<file path="config.mk">
export PLATFORM = sky130hd
export DESIGN_NAME = button_debouncer
export DESIGN_NICKNAME = d
export VERILOG_FILES = /design/src/rtl/debounce_pkg.sv /design/src/rtl/input_synchronizer.sv /design/src/rtl/button_debouncer.sv
export SDC_FILE = /design/constraint.sdc
export NUM_CORES = 1
export LEC_CHECK = 0
export ABC_AREA = 1
export CAP_MARGIN = 10
export CORE_AREA = 5 5 57 59
export CTS_CLUSTER_DIAMETER = 150
export DETAILED_ROUTE_END_ITERATION = 10
export DIE_AREA = 0 0 62 64
export GPL_TIMING_DRIVEN = 0
export PLACE_DENSITY = 0.71
export RECOVER_POWER = 25
export SLEW_MARGIN = 10
export SYNTH_ARGS = -nofsm -noshare
export SYNTH_HDL_FRONTEND = slang
export SYNTH_SLANG_ARGS = --single-unit
</file>
<file path="constraint.sdc">
create_clock -name clock -period 3.7 [get_ports clock]
set_clock_uncertainty 0.05 [all_clocks]
set_input_delay 0.37 -clock clock [delete_from_list [all_inputs] [get_ports clock]]
set_output_delay 0.37 -clock clock [all_outputs]
set_load 0.05 [all_outputs]
</file>
<file path="src/rtl/debounce_pkg.sv">
// Shared definitions for the push-button debouncer.
//   state_e                 : 2-bit FSM state encoding
//                             (IDLE_LOW=00, WAIT_HIGH=01, IDLE_HIGH=10, WAIT_LOW=11)
//   DEFAULT_DEBOUNCE_CYCLES : default qualification length in clock cycles
package debounce_pkg;

  typedef enum logic [1:0] {
    IDLE_LOW  = 2'b00,
    WAIT_HIGH = 2'b01,
    IDLE_HIGH = 2'b10,
    WAIT_LOW  = 2'b11
  } state_e;

  localparam int DEFAULT_DEBOUNCE_CYCLES = 1000000;

endpackage

</file>
<file path="src/rtl/input_synchronizer.sv">
// Two-flop synchronizer for an asynchronous single-bit input.
// Ports:
//   clock : system clock, rising edge
//   reset : synchronous active-high reset, clears both flops to 0
//   d     : asynchronous input
//   q     : synchronized output, two cycles behind d
module input_synchronizer (
  input  logic clock,
  input  logic reset,
  input  logic d,
  output logic q
);

  logic meta_q;
  logic sync_q;

  always_ff @(posedge clock) begin
    if (reset) begin
      meta_q <= 1'b0;
      sync_q <= 1'b0;
    end else begin
      meta_q <= d;
      sync_q <= meta_q;
    end
  end

  assign q = sync_q;

endmodule

</file>
<file path="src/rtl/button_debouncer.sv">
// Push-button debouncer. A new input level must be seen on DEBOUNCE_CYCLES+1
// consecutive sampling edges before btn_out follows it; any opposite sample
// restarts the qualification.
// Ports:
//   clock   : system clock, rising edge
//   reset   : synchronous active-high reset
//   btn_in  : raw bouncing button level
//   btn_out : registered debounced level
//   busy    : registered, high while a level change is being qualified
// Build option: define BUTTON_DEBOUNCER_SYNC_EN to insert a two-flop
// synchronizer on btn_in (adds two cycles of latency). Without it btn_in is
// sampled directly, which is only safe for synchronous stimulus.
module button_debouncer
  import debounce_pkg::*;
#(
  parameter int DEBOUNCE_CYCLES = DEFAULT_DEBOUNCE_CYCLES
) (
  input  logic clock,
  input  logic reset,
  input  logic btn_in,
  output logic btn_out,
  output logic busy
);

  if (DEBOUNCE_CYCLES < 1) begin : g_bad_param
    $error("button_debouncer: DEBOUNCE_CYCLES must be at least 1");
  end

  // Guarded so an illegal parameter still yields a legal width while the
  // elaboration error above is reported.
  localparam int CNT_W = (DEBOUNCE_CYCLES < 1) ? 1 : $clog2(DEBOUNCE_CYCLES + 1);
  localparam logic [CNT_W-1:0] CNT_LAST =
      (DEBOUNCE_CYCLES < 1) ? '0 : CNT_W'(DEBOUNCE_CYCLES - 1);

  logic s;

`ifdef BUTTON_DEBOUNCER_SYNC_EN
  input_synchronizer u_sync (
    .clock (clock),
    .reset (reset),
    .d     (btn_in),
    .q     (s)
  );
`else
  assign s = btn_in;
`endif

  state_e           state;
  logic [CNT_W-1:0] cnt;

  // busy and btn_out are registered alongside the state so they always match
  // the state they describe.
  always_ff @(posedge clock) begin
    if (reset) begin
      state   <= IDLE_LOW;
      cnt     <= '0;
      btn_out <= 1'b0;
      busy    <= 1'b0;
    end else begin
      unique case (state)
        IDLE_LOW: begin
          if (s) begin
            state <= WAIT_HIGH;
            cnt   <= '0;
            busy  <= 1'b1;
          end
        end
        WAIT_HIGH: begin
          if (!s) begin
            state   <= IDLE_LOW;
            cnt     <= '0;
            busy    <= 1'b0;
            btn_out <= 1'b0;
          end else if (cnt == CNT_LAST) begin
            state   <= IDLE_HIGH;
            cnt     <= '0;
            busy    <= 1'b0;
            btn_out <= 1'b1;
          end else begin
            cnt <= cnt + 1'b1;
          end
        end
        IDLE_HIGH: begin
          if (!s) begin
            state <= WAIT_LOW;
            cnt   <= '0;
            busy  <= 1'b1;
          end
        end
        WAIT_LOW: begin
          if (s) begin
            state   <= IDLE_HIGH;
            cnt     <= '0;
            busy    <= 1'b0;
            btn_out <= 1'b1;
          end else if (cnt == CNT_LAST) begin
            state   <= IDLE_LOW;
            cnt     <= '0;
            busy    <= 1'b0;
            btn_out <= 1'b0;
          end else begin
            cnt <= cnt + 1'b1;
          end
        end
        default: begin
          state   <= IDLE_LOW;
          cnt     <= '0;
          busy    <= 1'b0;
          btn_out <= 1'b0;
        end
      endcase
    end
  end

endmodule

</file>
# Word-level counts from Yosys, hierarchy flattened
# Index checks and enable logic that the tools add are counted.
word_totals:
  out_inout_bits: 2
  mem_bits_ro: 0
  inputBits: 3
  register_bits: 24
  latchBits: 0
  word_cells: 42
  ramBits: 0
  mem_count: 0
op_classes:
  muxes: 24
  n_lt_le_gt_ge: 0
  n_shift: 0
  n_bitwise: 0
  n_div: 0
  n_reduce_logical: 5
  add_sub_neg: 1
  multipliers: 0
  eq_ne: 8
ops:
  columns: ["operator", "count"]
  rows:
  - ["20-bit two-way mux", 5]
  - ["20-bit one-hot mux with 4 select lines", 1]
  - ["20-bit by 1-bit adder with 20-bit output, second input constant", 1]
  - ["20-bit == test, second input constant", 1]
  - ["2-bit two-way mux", 6]
  - ["1-bit two-way mux", 9]
  - ["2-bit one-hot mux with 4 select lines", 1]
  - ["3-bit inequality test, second input constant", 2]
  - ["2-bit == test, second input constant", 2]
  - ["2-bit inequality test, second input constant", 2]
  - ["1-bit one-hot mux with 4 select lines", 1]
  - ["4-bit AND reduction", 1]
  - ["3-bit AND reduction", 1]
  - ["2-bit by 1-bit == test with 1-bit output, second input constant", 1]
  - ["2-bit zero test", 1]
  - ["1-bit one-hot mux with 2 select lines", 1]
  - ["2-bit AND reduction", 1]
  - ["2-bit nonzero test", 1]

# Longest topological paths before layout
# Gate-level depths: netlist of the first run.
depth:
  ltp_word: 4
  ltp_mapped: 10
  ltp_nobuf: 10

# Worst setup path before layout of the first run
# OpenSTA, ideal clock, no wires.
synth_timing:
  kind: "reg-to-reg"
  from: "register cnt[0]"
  to: "register cnt[0]"
  path_buffers: 1
  setup_ns: 0.115
  stages_incl_launch_ff: 9
  setup_slack_ns: 2.232
  arrival_time_ns: 1.303
  synth_period_minus_slack_ns: 1.468
  required_ns: 3.535
  cell_sequence: "dfxtp_1 -> ha_1 -> nand2_1 -> nor3_2 -> nand3_1 -> nand2_2 -> nor2_4 -> buf_6 -> o21a_1"
synth_between:
  elab_chain_cells: 4
synth_rtl:
  columns: ["element", "line_no", "source"]
  rows:
  - ["from (decl)", "button_debouncer.sv:49", "logic [CNT_W-1:0] cnt;"]
  - ["from (signal assigned)", "button_debouncer.sv:80", "cnt <= cnt + 1'b1;"]
  - ["from (signal assigned)", "button_debouncer.sv:102", "cnt <= cnt + 1'b1;"]
  - ["20-bit by 1-bit adder with 20-bit output / 20-bit == test (equally long branches)", null, null]
  - ["20-bit two-way mux *", "button_debouncer.sv:74, button_debouncer.sv:96", null]
  - ["20-bit two-way mux, on equally long branches", "button_debouncer.sv:91, button_debouncer.sv:69", null]
  - ["20-bit one-hot mux with 4 select lines *", "button_debouncer.sv:60", "unique case (state)"]
# Mark *: on every way between the ends. The rest lies on a longest branch, timed or not.
# A chain may end at the register's enable or synchronous reset.

# Worst setup path after layout of the first run
layout_timing:
  from: "input btn_in"
  to: "register cnt[6]"
layout_between:
  elab_chain_cells: 2
layout_rtl:
  columns: ["element", "line_no", "source"]
  rows:
  - ["from (decl)", "button_debouncer.sv:20", "input logic btn_in,"]
  - ["20-bit two-way mux, or another cell as far along", "button_debouncer.sv:91", "if (s) begin"]
  - ["20-bit one-hot mux with 4 select lines / 2-bit AND reduction (equally long branches)", null, null]
# Parallel ways exist; a longest one is shown, timed or not.

==> metrics, run 1 <==
port bufs=4; 1st-pass router iterations=4; n_diodes=0; R2R Setup Slk=roughly 1.6 ns; Setup Buffers After CTS=0; RSZ-0062 raised after global routing=no; sequential fraction of the synthesis area=roughly a third; Hold Crit Class=register to register; # setup viols final=0; Cell variety after synth=27; actual slew at the worst max-slew pin=about 0.69 ns; vias=1,301; GRT Util Overall=17.36%; Finished Cell Area=0.001500 mm^2; Worst Hold Depth=2; final hold vios=0; Final Cycle Share=58.19%; sw frac=between 20 and 30%; CTS Root Cell=clkbuf_4; Slew Limit Headroom=roughly 54%; LEAKAGE=between 0.0006 and 0.0007 uW; Synth Flop Type=dfxtp_1; Core ar.=between 0.002 and 0.003 mm^2; layout cells sized above 1=under 10%; setup_tns=0 ns; Synth Cell Area=between 0.001 and 0.0015 mm^2; Yosys reg bits=24; Sw Pwr=between 100 and 150 uW; die height=64 um; gp weighted congestion=0.8859; peak supply drop=roughly 0.27 mV; Fmax achieved=about 0.46 GHz; # fillers=approximately 270; Sink Count=24; Die X=just over 60 um; Final Instance Count excl. Fillers=260; Post-synth EDFFs=0; # rows=19; cell count after placement=around 260; first-pass GRT wire length=approximately 5.3 mm; Slew Limit Fails=0; syn_area_per_cell=around 6.4 um^2; Yosys warnings=0; final core occ=a little under three fifths; Seq pwr share=around 55%; most common cell after layout, fill and taps aside=nand2_1; hold path start=busy$_SDFFE_PP0P_; FF-to-FF Start=cnt[0]$_SDFFE_PP0P_; most frequent cells in the layout=67 x nand2_1, 31 x nor2_1, 28 x inv_1; CTS H-tree lvls=1; Data arrival, critical path=between 2 and 2.5 ns; Req. time, crit path=3.90 ns; maxcap violations=0; Max Root-Sink Buffers=2; initial antenna violation count=0; Vias/cell=approximately 5; CP Launch Type=input port; async set or reset register ratio after synthesis=0%; share of total power in the clock network=between 20 and 30%; total wire length=2.994 mm; vias in the first global route=about 1,200; hold_buf cts=0; reg2reg path depth=9; total grt overflow=0; Setup CP Type=input port to register; Post-CTS Resized=0; Worst R2R End=cnt[6]$_SDFFE_PP0P_; Int Pwr=around 350 uW; CTS tree=done; Gate power share=about 16%; WL/cell=around 12 um; Post-DP Area=between 0.001 and 0.0015 mm^2; Synth Net Count=approximately 230; HPWL after detailed placement=around 2.2 mm; Initial Utilization=53.01%; drt drc=0; clock latency reported for the late side of the worst-skew pair=0.32 ns; Syn-to-layout area delta=6.294%; pin count of the biggest net entering global routing=14; Ports=5; Starting DRT DRC Count=between 40 and 50; CP Capture Type=register; CTS Buf Count=3; Synth Instances=about 220; Final #Nets=between 200 and 250; Antenna Nets Post-Route=0; hold path endpoint=busy$_SDFFE_PP0P_; die area=about 0.004 mm^2; outcome=finished clean; critical path peak fanout=10; Period minus WS final=2.153 ns; Cell Pwr Density=330.4 mW/mm^2; clk slew on worst S/H paths=around 0.14 ns
-- worst max-delay path: stages --
cell             delay (ns)
clkdlybuf4s50_1        0.50
xor2_2                 0.20
nor2_1                 0.54
clkbuf_1               0.48
nand2_1                0.09
a21oi_1                0.17
-- logic make-up after synthesis --
group,synth area share (%)
adder cells (fa/ha/maj),0.8864
buffers and inverters,9.486
AO/OA/AOI/OAI,12.77
XOR/XNOR,4.876
AND/OR/NAND/NOR,37.94
flip-flops,34.04
-- sequential cells by signal, indices dropped and copies added, names as in the netlist, named ones only --
register and cells:
state 1, cnt 20, btn_out 1, busy 1
-- area by class of cell --
class / instances / area (um^2) / area share, %
multi-input combinational: 164 / 779.5 / 51.96
buffer: 5 / 20.02 / 1.334
clock buffer: 4 / 36.28 / 2.419
timing repair buffer: 4 / 40.04 / 2.669
sequential: 24 / 480.5 / 32.03
inverter: 28 / 105.1 / 7.006
tap: 31 / 38.79 / 2.585
-- metrics by stage --
stage / hold slack, ns / setup slack [ns] / total power [uW]
after global placement: 0.3890 / 1.572 / 364.4
after CTS: 0.4080 / 1.796 / 504.8
after global routing: 0.4468 / 1.343 / 521.3
final: 0.4024 / 1.547 / 495.6
after detailed placement: 0.3885 / 1.570 / 364.3
after floorplan: 0.4118 / 2.232 / 337.6
-- worst max-delay path by stage --
| stage | start | endpoint | depth (start not counted) |
|---|---|---|---|
| 2_1_floorplan | cnt[0]$_SDFFE_PP0P_ | cnt[0]$_SDFFE_PP0P_ | 8 |
| 3_3_place_gp | btn_in | cnt[1]$_SDFFE_PP0P_ | 6 |
| 3_5_place_dp | btn_in | cnt[6]$_SDFFE_PP0P_ | 6 |
| 4_1_cts | btn_out$_SDFFE_PP0P_ | btn_out | 1 |
| 5_1_grt | cnt[0]$_SDFFE_PP0P_ | cnt[19]$_SDFFE_PP0P_ | 9 |
| 6_report | btn_in | cnt[6]$_SDFFE_PP0P_ | 6 |
-- cell usage after synthesis, drive strengths merged (2+ instances only) --
| master | instances | share of area, % |
|---|---|---|
| o21a | 2 | 1.1 |
| o21ai | 9 | 3.5 |
| buf | 3 | 1.5 |
| dfxtp | 24 | 34 |
| o22ai | 3 | 1.3 |
| inv | 28 | 7.4 |
| nand4 | 6 | 3.1 |
| xor2 | 6 | 4.3 |
| nand3 | 11 | 3.9 |
| a21oi | 18 | 6.4 |
| nand2 | 68 | 18 |
| nand3b | 2 | 1.1 |
| clkbuf | 2 | 0.53 |
| nor2 | 34 | 10 |
-- power by group through the flow --
stage	combinational [uW]	clock, uW	sequential, uW
2_1_floorplan	51.0	0	287
3_3_place_gp	88.0	0	276
3_5_place_dp	87.7	0	277
4_1_cts	87.9	146	271
5_1_grt	88.7	160	272
6_report	79.9	145	271
-- per-layer routing --
layer | global-route usage (%) | vias to the layer above | part of all wire [%]
li1 | - | 719 | -
met1 | 25.03 | 556 | 53
met2 | 26.04 | 20 | 43
met3 | 1.811 | 6 | 2.3
met4 | 6.631 | 0 | 1.6
met5 | 0 | - | 0
(Power assumes the default switching activity.)
==> inputs of run 2 (changes only) <==
==> constraint.sdc (replaced) <==
create_clock -name clock -period 2 [get_ports clock]
set_clock_uncertainty 0.05 [all_clocks]
set_input_delay 0.2 -clock clock [delete_from_list [all_inputs] [get_ports clock]]
set_output_delay 0.2 -clock clock [all_outputs]
set_load 0.05 [all_outputs]
==> metrics, run 2 (synthesis results as in run 1) <==
Req. time, crit path=1.75 ns (-2.15 ns); clock latency reported for the late side of the worst-skew pair=0.32 ns (about the same); clk slew on worst S/H paths=0.14 ns (about the same); Die X=62 um (unchanged); FF-to-FF Start=cnt[0]$_SDFFE_PP0P_; vias in the first global route=1,195 (unchanged); initial antenna violation count=0 (unchanged); outcome=finished clean; Period minus WS final=1.792 ns; Final Instance Count excl. Fillers=260 (unchanged); Core ar.=0.002663 mm^2 (unchanged); GRT Util Overall=17.36% (unchanged); CP Launch Type=register; Setup Buffers After CTS=0 (unchanged); Crit path buffers/inverters=1 (-1); actual slew at the worst max-slew pin=0.5321 ns (-0.1531 ns); HPWL after detailed placement=2.234 mm (unchanged); CTS Buf Count=3 (unchanged); layout cells sized above 1=7.860% (+2.2 points); most frequent cells in the layout=67 x nand2_1, 29 x nor2_1, 28 x inv_1; hold_buf cts=0 (unchanged); 1st-pass router iterations=4 (unchanged); gp weighted congestion=0.8859 (unchanged); Initial Utilization=53.01% (unchanged); CP max-delay cell=dlygate4sd3_1; vias=1,301 (unchanged); Fmax achieved=0.5581 GHz; setup_tns=0 ns (unchanged); Worst R2R End=cnt[14]$_SDFFE_PP0P_; Sw Pwr=275.0 uW (+87%); final hold vios=0 (unchanged); Crit path largest cell delay=0.87 ns (+0.33 ns); CTS H-tree lvls=1 (unchanged); Starting DRT DRC Count=42 (+2.4%); total wire length=2.998 mm (+0.13%); n_diodes=0 (unchanged); cell count after placement=256 (unchanged); WL/cell=11.53 um (+0.13%); peak supply drop=0.4936 mV (+85%); Seq pwr share=54.2% (-0.4 points); sw frac=29.76% (+0.053 points); first-pass GRT wire length=5.333 mm (unchanged); CTS tree=done; # fillers=266 (-1.8%); Hold WS=0.4020 ns (-0.0004000 ns); Top reg by flops=cnt; Data arrival, critical path=1.54 ns (-0.82 ns); port bufs=4 (unchanged); hold path endpoint=busy$_SDFFE_PP0P_; hold path start=busy$_SDFFE_PP0P_; Syn-to-layout area delta=7.979%; # setup viols final=0 (unchanged); die height=64 um (unchanged); max reg flops=20 (unchanged); Worst Hold Depth=2 (unchanged); Hold Crit Class=register to register; reg2reg path depth=8 (-1); Slew Limit Fails=0 (unchanged); critical path peak fanout=2 (-8); die area=0.003968 mm^2 (unchanged); Max Root-Sink Buffers=2 (unchanged); Setup CP Type=register to output port; Final Cycle Share=about 90%; Gate power share=17.0% (+0.9 points); CP Capture Type=output port; Vias/cell=5.004 (unchanged); Top Family by Delay on Critical Path=buffers and inverters; pin count of the biggest net entering global routing=14 (unchanged); share of total power in the clock network=28.8% (-0.5 points); # rows=19 (unchanged); total power=924.0 uW (+86%); total grt overflow=0 (unchanged); Ports=5 (unchanged); RSZ-0062 raised after global routing=no; LEAKAGE=0.0006268 uW (+2.2%); R2R Setup Slk=0.24 ns (-1.33 ns); Int Pwr=649.0 uW (+86%); final core occ=57.24% (+0.89 points); crit-path cells=dlygate4sd3_1; CTS Root Cell=clkbuf_4; most common cell after layout, fill and taps aside=nand2_1; Final #Nets=234 (unchanged); maxcap violations=0 (unchanged); Post-CTS Resized=0 (unchanged); drt drc=0 (unchanged); Sink Count=24 (unchanged); Antenna Nets Post-Route=0 (unchanged); Slew Limit Headroom=64.53% (+10 points); Cell Pwr Density=606.3 mW/mm^2 (+84%)
==> run 2: worst max-delay path by stage <==
stage,end,cells past startpoint,from
CTS,cnt[10]$_SDFFE_PP0P_,8,cnt[0]$_SDFFE_PP0P_
floorplan,cnt[0]$_SDFFE_PP0P_,8,cnt[0]$_SDFFE_PP0P_
detailed placement,cnt[6]$_SDFFE_PP0P_,6,btn_in
finish,btn_out,1,btn_out$_SDFFE_PP0P_
global placement,cnt[1]$_SDFFE_PP0P_,6,btn_in
global route,cnt[14]$_SDFFE_PP0P_,8,cnt[0]$_SDFFE_PP0P_
==> run 2: area by class of cell <==
type | instances | area [um^2] | area share (%)
buffer | 5 | 28.78 | 1.888
clock buffer | 4 | 36.28 | 2.381
inverter | 28 | 105.1 | 6.897
multi-input combinational | 164 | 794.5 | 52.13
sequential | 24 | 480.5 | 31.53
tap | 31 | 38.79 | 2.545
timing repair buffer | 4 | 40.04 | 2.627
==> run 2: tightest hold or removal path: cells and delay by family, from the launching register on <==
family | cells | cell delay (ns)
buffers and inverters | 1 | 0.05
AO/OA/AOI/OAI | 1 | 0.05
flip-flops | 1 | 0.33
==> run 2: layer usage <==
metal	track usage (%)	share of wire, %	vias to the layer above
li1	-	-	720
met1	25.03	52	558
met2	26.04	45	20
met3	1.811	1.8	3
met4	6.631	0.47	0
met5	0	0	-
==> run 2: power groups by stage <==
stage,logic [uW],clock network (uW),registers (uW)
2_1_floorplan,94.3,0,530
3_3_place_gp,163,0,511
3_5_place_dp,162,0,512
4_1_cts,163,270,501
5_1_grt,173,297,503
6_report,157,266,501
==> run 2: through the flow <==
stage	area (um^2)	setup slack [ns]
final	1524	0.2082
after global routing	1524	0.04031
after global placement	1490	0.04152
after floorplan	1411	0.5324
after CTS	1526	0.2435
after detailed placement	1490	0.03950
==> inputs of run 3 (changes only) <==
--- a/config.mk
+++ b/config.mk
@@ -7,12 +7,12 @@
 export LEC_CHECK = 0
 export ABC_AREA = 1
 export CAP_MARGIN = 10
-export CORE_AREA = 5 5 57 59
+export CORE_AREA = 5 5 55 57
 export CTS_CLUSTER_DIAMETER = 150
 export DETAILED_ROUTE_END_ITERATION = 10
-export DIE_AREA = 0 0 62 64
+export DIE_AREA = 0 0 60 62
 export GPL_TIMING_DRIVEN = 0
-export PLACE_DENSITY = 0.71
+export PLACE_DENSITY = 0.76
 export RECOVER_POWER = 25
 export SLEW_MARGIN = 10
 export SYNTH_ARGS = -nofsm -noshare
==> metrics, run 3 (synthesis results as in run 1) <==
outcome=finished clean; hold_buf cts=0 (unchanged); Top Family by Delay on Critical Path=buffers and inverters; # setup viols final=0 (unchanged); Starting DRT DRC Count=77 (+83%); vias=1,391 (+6.9%); die height=62 um (-3.1%); Final #Nets=234 (unchanged); Initial Utilization=58.02% (+5.0 points); Top reg by flops=cnt; CTS Buf Count=3 (unchanged); Setup CP Type=register to output port; port bufs=4 (unchanged); Syn-to-layout area delta=9.220%; Post-CTS Resized=0 (unchanged); Slew Limit Headroom=63.49% (-1.0 points); CTS tree=done; HPWL after detailed placement=2.408 mm (+7.8%); Data arrival, critical path=1.54 ns (about the same); # rows=18 (-1); Max Root-Sink Buffers=2 (unchanged); Sink Count=24 (unchanged); Finished Cell Area=0.001541 mm^2 (+1.1%); clock latency reported for the late side of the worst-skew pair=0.32 ns (about the same); CP Launch Type=register; Period minus WS final=1.794 ns (+0.002581 ns); clk slew on worst S/H paths=0.14 ns (about the same); Cell Pwr Density=657.7 mW/mm^2 (+8.5%); Post-DP Area=0.001489 mm^2 (about the same); total wire length=3.184 mm (+6.2%); Crit path buffers/inverters=1 (unchanged); pin count of the biggest net entering global routing=15 (+1); Vias/cell=5.371 (+7.3%); total grt overflow=0 (unchanged); initial antenna violation count=0 (unchanged); most frequent cells in the layout=66 x nand2_1, 29 x nor2_1, 28 x inv_1; Setup Buffers After CTS=0 (unchanged); 1st-pass router iterations=4 (unchanged); die area=0.003720 mm^2 (-6.3%); Crit path largest cell delay=0.87 ns (about the same); actual slew at the worst max-slew pin=0.5477 ns (+0.01560 ns); first-pass GRT wire length=5.658 mm (+6.1%); most common cell after layout, fill and taps aside=nand2_1; Hold WS=0.3985 ns (-0.003533 ns); drt drc=0 (unchanged); Final Cycle Share=89.72% (+0.13 points); max reg flops=20 (unchanged); CTS H-tree lvls=1 (unchanged); Slew Limit Fails=0 (unchanged); CTS Root Cell=clkbuf_4; final hold vios=0 (unchanged); Antenna Nets Post-Route=0 (unchanged); setup_tns=0 ns (unchanged); Core ar.=0.002432 mm^2 (-8.6%); peak supply drop=0.5445 mV (+10%); WL/cell=12.29 um (+6.6%); n_diodes=0 (unchanged); RSZ-0062 raised after global routing=no; LEAKAGE=0.0006336 uW (+1.1%); crit-path cells=dlygate4sd3_1; post-route setup slack=0.2056 ns (-0.002581 ns); layout cells sized above 1=8.297% (+0.44 points); CP max-delay cell=dlygate4sd3_1; gp weighted congestion=0.9488 (+7.1%); critical path peak fanout=2 (unchanged); Req. time, crit path=1.75 ns (about the same); vias in the first global route=1,328 (+11%); maxcap violations=0 (unchanged); Fmax achieved=0.5573 GHz (-0.14%); GRT Util Overall=20.07% (+2.7 points); Die X=60 um (-3.2%); Ports=5 (unchanged); final core occ=63.37% (+6.1 points); Hold Crit Class=register to register; CP Capture Type=output port; Placement Setup Slack=0.02808 ns (-0.01141 ns)
[run 3: path summary, 6_finish.rpt]
path | start | cells past startpoint | end | slack (ns)
setup / recovery | btn_out$_SDFFE_PP0P_ | 1 | btn_out | 0.21
setup reg to reg | cnt[0]$_SDFFE_PP0P_ | 8 | cnt[10]$_SDFFE_PP0P_ | 0.22
hold reg to reg | busy$_SDFFE_PP0P_ | 2 | busy$_SDFFE_PP0P_ | 0.40
hold / removal | busy$_SDFFE_PP0P_ | 2 | busy$_SDFFE_PP0P_ | 0.40
[run 3: final cells by class]
cell class	instances	area [um^2]
flip-flops and latches	24	480.5
clock buffers	3	22.52
fillers	243	890.9
plain buffers	5	28.78
multi-input cells	164	797.0
repair buffers	4	40.04
clock inverters	1	30.03
inverters	28	105.1
well taps	30	37.54
[run 3: power breakdown]
| group | switching, uW | internal, uW | total, uW |
|---|---|---|---|
| Sequential | 9.10 | 492 | 501 |
| Combinational | 113 | 46.5 | 159 |
| Clock | 151 | 203 | 354 |
[run 3: metal layers]
layer	share of wire [%]	track usage, %
met1	48	25.28
met2	48	35.80
met3	3.0	2.066
met4	0.88	6.646
met5	0	0
[run 3: metrics by stage]
step | std cells | total power [uW]
2_1_floorplan | 221 | 624.5
3_3_place_gp | 255 | 669.0
3_5_place_dp | 255 | 674.0
4_1_cts | 259 | 1024
5_1_grt | 259 | 1059
6_report | 259 | 1014
==> patch 1, RTL diff (flow settings as in run 2) <==
Add a define of `BUTTON_DEBOUNCER_SYNC_EN`.
--- a/src/rtl/button_debouncer.sv
+++ b/src/rtl/button_debouncer.sv
@@ -11,4 +11,6 @@
 // synchronizer on btn_in (adds two cycles of latency). Without it btn_in is
 // sampled directly, which is only safe for synchronous stimulus.
+`define BUTTON_DEBOUNCER_SYNC_EN
+
 module button_debouncer
   import debounce_pkg::*;
Formal check against the unedited RTL: not equivalent (Yosys sat finds a counterexample within 4 cycles, from zero or initial values and one cycle with reset high).
==> patch 1 against run 2 <==
Synthesized area grew 6.9%. Sequential cell count is 2 higher. Cell area grew 7.0%. Critical path depth did not move. Final cell count grew 5.8%. Worst setup slack better by 16 ps. Routed wire length rose by 10%. Die area unchanged.
Power is not compared: it rests on default switching activity, and its combinational part moved more than twofold at a synthesized area within 25%.
==> patch 1: results <==
metrics = {
    "run_status": {
        "status": "complete, no violations",
    },
    "critical_path": {
        "crit_slowest_cell": "clkdlybuf4s50_1",
        "cp_slowest_stage_delay_ps": 820,
        "ff2ff_path_depth": 9,
        "regToRegSetupSlack_ps": 280,
        "worstReg2RegEnd": "cnt[18]",
    },
    "finish": {
        "seq_cells": 26,
        "multi_input_area_share_pct": 51.2,
        "buf_share_pct": 3.68,
        "inverters_excl_clock": 33,
        "clk_share_pct": 3.22,
        "clkbuf_count": 3,
        "stdcell_count": 275,
        "nets": 249,
    },
    "placement": {
        "post-place-cells": 271,
        "dpl.hpwl_um": 2460,
        "dp_slack_ps": 288,
        "gp_congestion": 0.868,
    },
    "grt": {
        "track_usage_pct": 18.9,
        "grt_max_degree": 16,
        "grt_pass1_wl_um": 5780,
        "grt_pass1_vias": 1297,
    },
    "worst_hold_path": {
        "worstHoldStart": "reset",
        "holdPathEnd": "cnt[13]",
    },
    "synth": {
        "yosysSeqAreaShare_pct": 34.5,
        "synth_common_cells": "nand2_1 (83), inv_1 (31), dfxtp_1 (26), nor2_1 (26), nand3_1 (20)",
        "synth_cell_types": 28,
        "syn_inst": 237,
    },
    "sta": {
        "worst_pin_slew_ps": 567,
    },
    "routing": {
        "wl_per_cell_um": 12.0,
        "route.vias.total": 1392,
    },
}
## patch 1: logic make-up (layout without fill, tap and decap cells)
family	after synthesis	count (layout)	share of synthesized area (%)
and+or+nand+nor	145	145	42.3
adders and majority gates	1	1	0.829
buffers and inverters	38	45	10.2
xor gates and xnor gates	3	3	1.74
AOI/OAI and AO/OA	24	24	10.4
DFF	26	26	34.5
## patch 1: power by group
group          leakage (nW)  internal (W)  switching (W)
Clock                0.0279      0.000203       0.000167
Sequential            0.210      0.000523     0.00000453
Combinational         0.415     0.0000180      0.0000445
Total                 0.653      0.000744       0.000216
## patch 1: metal layers
metal	wire [um]	up-vias	track usage [%]
met1	1580	628	25.1
met5	0	-	0
met4	29	0	5.84
met2	1590	16	30.3
met3	92	4	3.62
li1	-	744	-
## patch 1: stage by stage
stage	utilization [%]	total power, W
after global placement	59.3	0.000601
after global routing	61.2	0.00101
after detailed placement	59.3	0.000602
after floorplan	-	0.000582
after CTS	61.2	0.000965
final	61.2	0.000960
==> patch 2, RTL diff (config.mk and constraints of run 2) <==
Without the edit above. The 4 states of `state_e` get a one-hot encoding in 4 bits.
--- a/src/rtl/debounce_pkg.sv
+++ b/src/rtl/debounce_pkg.sv
@@ -5,9 +5,9 @@
 package debounce_pkg;
 
-  typedef enum logic [1:0] {
-    IDLE_LOW  = 2'b00,
-    WAIT_HIGH = 2'b01,
-    IDLE_HIGH = 2'b10,
-    WAIT_LOW  = 2'b11
+  typedef enum logic [3:0] {
+    IDLE_LOW  = 4'b0001,
+    WAIT_HIGH = 4'b0010,
+    IDLE_HIGH = 4'b0100,
+    WAIT_LOW  = 4'b1000
   } state_e;
 
Behaviour: same outputs for any inputs over 10 cycles, from zero or initial values and one cycle with reset high; not proved beyond that.
==> patch 2 against run 2 <==
Non-clock buffer count is the same. First-iteration DRC count grew 110%. Routed wire length grew 9.9%. Synthesized area up 14%. Worst setup slack got worse by 4.4 ps. Cell area is 13% higher. Core utilization grew 7.2 points. Sequential cell count increased by 2. Global-route usage rose by 0.85 points. Synthesized cell count increased by 9.0%. Critical path type is now flip-flop to flip-flop.
Power is not compared: it rests on default switching activity, and its combinational part moved more than twofold at a synthesized area within 25%.
==> patch 2: results <==
metrics = {
    "power": {
        "p_leak_nw": 0.711,
    },
    "worst_hold_path": {
        "hold_class": "flip-flop to flip-flop",
    },
    "finish": {
        "drive_gt1_share_pct": 12.9,
        "nets": 254,
        "antenna-diode-count": 0,
        "fillers": 250,
    },
    "synth": {
        "synth_cell_types": 27,
        "synth_common_cells": "nand2_1 (54), inv_1 (35), nor2_1 (34)",
        "ys_top_cells_by_area": "dfxtp_1 (32%), nand2_1 (13%), inv_1 (8.2%)",
        "synth_compound_area_share_pct": 3.51,
        "synthXorXnorAreaFrac_pct": 4.91,
        "syn_nets": 245,
        "yosysWarnings": 0,
        "synthMuxAreaShare_pct": 1.40,
        "yosysSeqAreaShare_pct": 32.4,
        "synth_fa_ha_area_share_pct": 0.780,
    },
    "placement": {
        "dpl.hpwl_um": 2600,
        "dp_slack_ps": 120,
        "gp_congestion": 0.937,
    },
    "grt": {
        "track_usage_pct": 18.2,
        "grt_max_degree": 15,
        "grt_pass1_vias": 1374,
        "grt_pass1_wl_um": 5700,
    },
    "clock_tree": {
        "clock_path_buffers": 2,
        "cts_hold_buf": 0,
        "htree_levels": 1,
        "cts_buffers": 3,
        "path_clk_slew_ps": 140,
        "cts-root-buf": "clkbuf_4",
    },
    "routing": {
        "route.met3.wl_um": 110,
        "drt_iter0_drc": 89,
        "wl_met2_um": 1570,
        "routed_wl_um": 3300,
        "route.vias.total": 1489,
        "m1WireLength_um": 1540,
    },
    "run_status": {
        "status": "complete, no violations",
    },
    "sta": {
        "worst_pin_slew_ps": 494,
    },
    "critical_path": {
        "cp_max_fo": 10,
        "cp.arrival_ps": 1980,
    },
}
==> patch 2: critical path, stage by stage, from the launching register on <==
cell     delay [ps]
dfxtp_1         390
ha_1            180
nand3_1         190
nor2_2          190
nand3_1         130
nand2_1         140
nand2_4          80
nand2_4         110
buf_6           200
nor2_4           50
==> patch 2: report_power, final <==
group / switching (W) / internal (W) / leakage (nW)
Sequential: 0.0000310 / 0.000557 / 0.211
Combinational: 0.000280 / 0.000145 / 0.479
Clock: 0.000157 / 0.000111 / 0.0210
==> patch 2: worst paths after layout <==
path                from  endpoint  slack (ps)  depth (start not counted)
setup / recovery  cnt[1]   cnt[19]         200                          9
hold / removal    cnt[0]    cnt[0]         460                          2
setup reg to reg  cnt[1]   cnt[19]         200                          9
hold reg to reg   cnt[0]    cnt[0]         460                          2
==> patch 2: cells by family (layout without fill, tap and decap cells) <==
family / after synthesis / count (layout)
compound gates: 10 / 10
xor+xnor: 9 / 9
fa+ha+maj: 1 / 1
buf+inv: 41 / 49
flops: 26 / 26
mux: 1 / 1
simple gates: 153 / 153
==> patch 2: per-stage QoR <==
stage | hold slack (ps) | cells | cell area, um^2
CTS | 460 | 280 | 1720
finish | 459 | 280 | 1720
global placement | 419 | 276 | 1680
detailed placement | 440 | 276 | 1680
floorplan | 363 | 241 | 1600
global route | 497 | 280 | 1720
==> patch 2: layout make-up <==
class                           count  share of cell area [%]
Tap cell                           31                    2.26
Sequential cell                    26                    30.3
Inverter                           36                    7.87
Clock buffer                        4                    2.11
Multi-Input combinational cell    174                    52.8
Buffer                              5                    2.26
Timing Repair Buffer                4                    2.33
==> patch 2: layer usage <==
layer,global-route usage [%],up-vias
met4,7.96,0
met3,2.82,7
li1,-,770
met2,28.9,36
met1,23.8,676
met5,0,-
